[src/rtl/uart_tx_fifo_reader.sv]
// uart_tx_fifo_reader: UART transmitter that pops words straight from a TX FIFO head.
module uart_tx_fifo_reader #(
    parameter int DBIT = 8,
    parameter int SB_TICK = 16
) (
    input  logic            clk,
    input  logic            reset,
    input  logic            s_tick,
    input  logic            fifo_empty,
    input  logic [DBIT-1:0] fifo_r_data,
    output logic            fifo_rd,
    output logic            tx,
    output logic            tx_busy,
    output logic            tx_done_tick
);
    localparam int SW = (SB_TICK > 16) ? $clog2(SB_TICK) : 4;
    localparam int NW = (DBIT > 1) ? $clog2(DBIT) : 1;
    typedef enum logic [1:0] {IDLE, START, DATA, STOP} state_t;
    state_t state, state_next;
    logic [SW-1:0] s, s_next;
    logic [NW-1:0] n, n_next;
    logic [DBIT-1:0] b, b_next;
    logic tx_next;
    always_ff @(posedge clk or posedge reset)
        if (reset) begin
            state <= IDLE;
            s <= '0;
            n <= '0;
            b <= '0;
            tx <= 1'b1;
        end else begin
            state <= state_next;
            s <= s_next;
            n <= n_next;
            b <= b_next;
            tx <= tx_next;
        end
    always_comb begin
        state_next = state;
        s_next = s;
        n_next = n;
        b_next = b;
        fifo_rd = 1'b0;
        tx_done_tick = 1'b0;
        case (state)
            IDLE:
                if (!fifo_empty && !reset) begin
                    fifo_rd = 1'b1;
                    b_next = fifo_r_data;
                    s_next = '0;
                    state_next = START;
                end
            START:
                if (s_tick) begin
                    if (s == SW'(15)) begin
                        state_next = DATA;
                        s_next = '0;
                        n_next = '0;
                    end else
                        s_next = s + 1'b1;
                end
            DATA:
                if (s_tick) begin
                    if (s == SW'(15)) begin
                        s_next = '0;
                        b_next = b >> 1;
                        if (n == NW'(DBIT - 1))
                            state_next = STOP;
                        else
                            n_next = n + 1'b1;
                    end else
                        s_next = s + 1'b1;
                end
            STOP:
                if (s_tick) begin
                    if (s == SW'(SB_TICK - 1)) begin
                        state_next = IDLE;
                        tx_done_tick = 1'b1;
                    end else
                        s_next = s + 1'b1;
                end
        endcase
        // line level follows the state being entered so tx lines up with state
        tx_next = (state_next == START) ? 1'b0 : (state_next == DATA) ? b_next[0] : 1'b1;
    end
    assign tx_busy = state != IDLE;
endmodule

[config.mk]
export PLATFORM = sky130hd
export DESIGN_NAME = uart_tx_fifo_reader
export DESIGN_NICKNAME = d
export VERILOG_FILES = /design/src/rtl/uart_tx_fifo_reader.sv
export SDC_FILE = /design/constraint.sdc
export NUM_CORES = 1
export LEC_CHECK = 0
export ABC_AREA = 1
export BUFFER_PORTS_ARGS = -buffer_cell sky130_fd_sc_hd__buf_2
export CAP_MARGIN = 15
export CORE_ASPECT_RATIO = 0.8
export CORE_MARGIN = 10
export CORE_UTILIZATION = 52
export CTS_BUF_LIST = sky130_fd_sc_hd__clkbuf_2 sky130_fd_sc_hd__clkbuf_4 sky130_fd_sc_hd__clkbuf_8
export DETAILED_ROUTE_END_ITERATION = 10
export PLACE_DENSITY = 0.74
export SLEW_MARGIN = 15
export SYNTH_ARGS = -nofsm -noshare
export SYNTH_HDL_FRONTEND = slang
export SYNTH_SLANG_ARGS = --single-unit
[constraint.sdc]
create_clock -name clk -period 3.4 [get_ports clk]
set_input_delay 0.34 -clock clk [delete_from_list [all_inputs] [get_ports clk]]
set_output_delay 0.34 -clock clk [all_outputs]
set_load 0.01 [all_outputs]
==> flow_metrics.env <==
export IMPL_status="complete, no violations"
export IMPL_power_switching_uw=311
export IMPL_wl_per_cell_um=12.3
export IMPL_ys_seq_area_frac=0.419
export IMPL_final_cells=178
export IMPL_cts_root_buf="clkbuf_4"
export IMPL_clock_path_buffers=2
export IMPL_hpwl_um=1710
export IMPL_yosys_top_cells_count="nand2_1, nor2_1, dfrtp_1"
export IMPL_overflow=0
export IMPL_critical_path_class="reg2out"
export IMPL_port_buffers=15
export IMPL_grt_pass1_vias=900
export IMPL_ctsHtreeMaxLevel=1
export IMPL_synth_ff_type="dfrtp_1"
export IMPL_hold_class="in2async"
export IMPL_path_clk_slew_ns=0.11
export IMPL_intPower_uw=461
export IMPL_ioPinCount=16
export IMPL_ctsHoldBuffers=0
export IMPL_numCtsBuffers=3
export IMPL_fmax_mhz=503
export IMPL_dp_cells=174
export IMPL_skew_ns=0.00782
export IMPL_critPathBufInv=3
export IMPL_vias=916
export IMPL_syn_inst=137
export IMPL_power_leakage_nw=0.617
export IMPL_regArea_um2=452
export IMPL_yosys_register_bits=18
export IMPL_slew_headroom=0.525
export IMPL_pwr_share_seq=0.437
export IMPL_clock_sinks=18
export IMPL_drive_gt1_frac=0.188
export IMPL_crit_chain="inv_1 -> ha_1 -> nand2_1 -> inv_2 -> buf_2"
export IMPL_fillers=174
export IMPL_r2r_end="n[0]"
export IMPL_rsz0062_at_grt="false"
export IMPL_syn_cell_area_um2=1080
export IMPL_startpoint="state[1]"
export IMPL_multi_input_area_um2=543
export IMPL_setup_viol=0
export IMPL_pwr_share_clk=0.158
export IMPL_viasPerCell=5.15
export IMPL_dieWidth_um=70.9
export IMPL_final_setup_tns_ns=0
export IMPL_fin_area_um2=1190
export IMPL_yosysTopAreaCell="dfrtp_1"
export IMPL_fin_crit_sh=0.585
export IMPL_ir_worst_vdd_mv=0.397
export IMPL_cp_depth=5
export IMPL_cap_violations=0
export IMPL_drcViolationCount=0
export IMPL_final_util=0.619
export IMPL_place_congestion=0.790
export IMPL_cts_setup_buffers=0
export IMPL_synth_most_common_cell="nand2_1"
export IMPL_period_needed_ns=1.99
export IMPL_synth_top_area_share=0.395
export IMPL_antenna_cells=0
export IMPL_r2r_cells=6
export IMPL_fin_nets=174
export IMPL_avgSynthCellArea_um2=7.86
export IMPL_placed_area_um2=1160
export IMPL_grt_max_degree=19
export IMPL_grt_pass1_wl_um=3860
export IMPL_crit_path_max_fanout=9
export IMPL_grt_util_all_layers=0.108
export IMPL_area_growth_pct=10.8
export IMPL_row_count=14
export IMPL_hold_viol_final=0
export IMPL_drt_wl_total_um=2190
export IMPL_antenna_found_initial=0
export IMPL_end_kind="output port"
export IMPL_worstSkewPairLatency_ns=0.30
export IMPL_slowest_delay_ns=0.43
export IMPL_maxSlewViolCount=0
export IMPL_coreArea_um2=1930
export IMPL_cts_resized=0
export IMPL_ys_types=20
export IMPL_crit_family="buffers and inverters"
export IMPL_critPathCapture="fifo_rd"
export IMPL_dieArea_um2=4300
export IMPL_r2r_start="state[0]"
export IMPL_cp_slowest_cell="dfrtp_1"
export IMPL_cp_start_kind="register"
export IMPL_p_comb_frac=0.405
export IMPL_arrival_ns=1.65
export IMPL_ys_warn_count=0
export IMPL_power_density_nw_per_um2=647
export IMPL_start_util=0.559
export IMPL_die_h_um=60.7
export IMPL_syn_nets=156
export IMPL_rrSetupSlack_ns=1.62
export IMPL_firstDrtPassIters=4
export IMPL_cts_tree="built"
export IMPL_cp_data_required_time_ns=3.06
export IMPL_drt_iter0_drc=56
export IMPL_synth_edf_count=0
export IMPL_worst_pin_slew_ns=0.711
export IMPL_ant_nets=0
export IMPL_postSynth_asyncResetShare=1.00
export IMPL_synth_area_leaders="dfrtp_1, nand2_1, ha_1"
export IMPL_sw_frac_of_total=0.403
## worst reg2reg max path: cells and delay by family (launching register included)
kind / cells / cell delay, ns
DFF: 1 / 0.42
and+or+nand+nor: 1 / 0.25
adders and majority gates: 1 / 0.43
buffers and inverters: 1 / 0.09
AOI/OAI and AO/OA: 3 / 0.48
## sequential cells by signal (all words and copies together) (netlist names)
register and flops:
b 8, s 4, n 3, state 2
tx 1
## how the worst min path moves through the flow
stage / from / end / slack (ns) / depth (start not counted)
5_1_grt: reset / s[1] / 0.21 / 2
2_1_floorplan: reset / b[0] / 0.28 / 1
3_3_place_gp: b[0] / b[0] / 0.47 / 2
6_report: reset / s[2] / 0.15 / 2
4_1_cts: reset / b[4] / 0.17 / 2
3_5_place_dp: b[0] / b[0] / 0.46 / 2
## cells by family after synthesis
kind of cell | Yosys count | share of synthesized area
buf+inv | 19 | 0.0767
flops | 18 | 0.419
compound gates | 24 | 0.123
simple gates | 69 | 0.300
fa+ha+maj | 7 | 0.0813
## layout by cell type (no fill, tap or decap)
master,netlist,routed
inv_2,3,3
nand3_1,15,15
nor2_4,1,1
inv_1,14,14
o21ai_0,8,8
nor2_1,21,21
dfstp_2,1,1
a31oi_1,6,6
clkbuf_4,0,4
a21oi_1,7,7
o22ai_1,2,2
dfrtp_1,17,17
nor2_2,1,1
nor3_4,1,1
nand4_4,1,1
o21a_1,1,1
ha_1,7,7
buf_2,0,15
nand2_2,2,2
nand2_1,27,27
## power groups by stage
stage	logic, mW	clock network (mW)	registers (mW)
finish	0.313	0.122	0.337
detailed placement	0.314	0	0.341
global placement	0.305	0	0.341
global route	0.363	0.136	0.345
CTS	0.314	0.127	0.337
floorplan	0.256	0	0.332
## cell type report
type	instances	share of cell area
multi-input combinational	100	0.455
sequential	18	0.378
timing repair buffer	15	0.0629
inverter	17	0.0535
clock buffer	4	0.0252
tap	24	0.0252
## metal layers
metal | part of all wire | up-vias | GRT usage | wire [um]
met3 | 0.034 | 0 | 0.0392 | 74
li1 | - | 490 | - | -
met2 | 0.44 | 15 | 0.166 | 952
met4 | 0 | 0 | 0.0165 | 0
met5 | 0 | - | 0 | 0
met1 | 0.53 | 411 | 0.145 | 1160
## metrics by stage
| step | total power [mW] | hold slack [ns] | setup WS, ns |
|---|---|---|---|
| 5_1_grt | 0.845 | 0.206 | 1.28 |
| 2_1_floorplan | 0.588 | 0.278 | 1.89 |
| 3_3_place_gp | 0.645 | 0.471 | 1.74 |
| 3_5_place_dp | 0.655 | 0.464 | 1.65 |
| 6_report | 0.773 | 0.152 | 1.41 |
| 4_1_cts | 0.778 | 0.175 | 1.41 |
No activity file was read; power rests on OpenSTA's default activity.
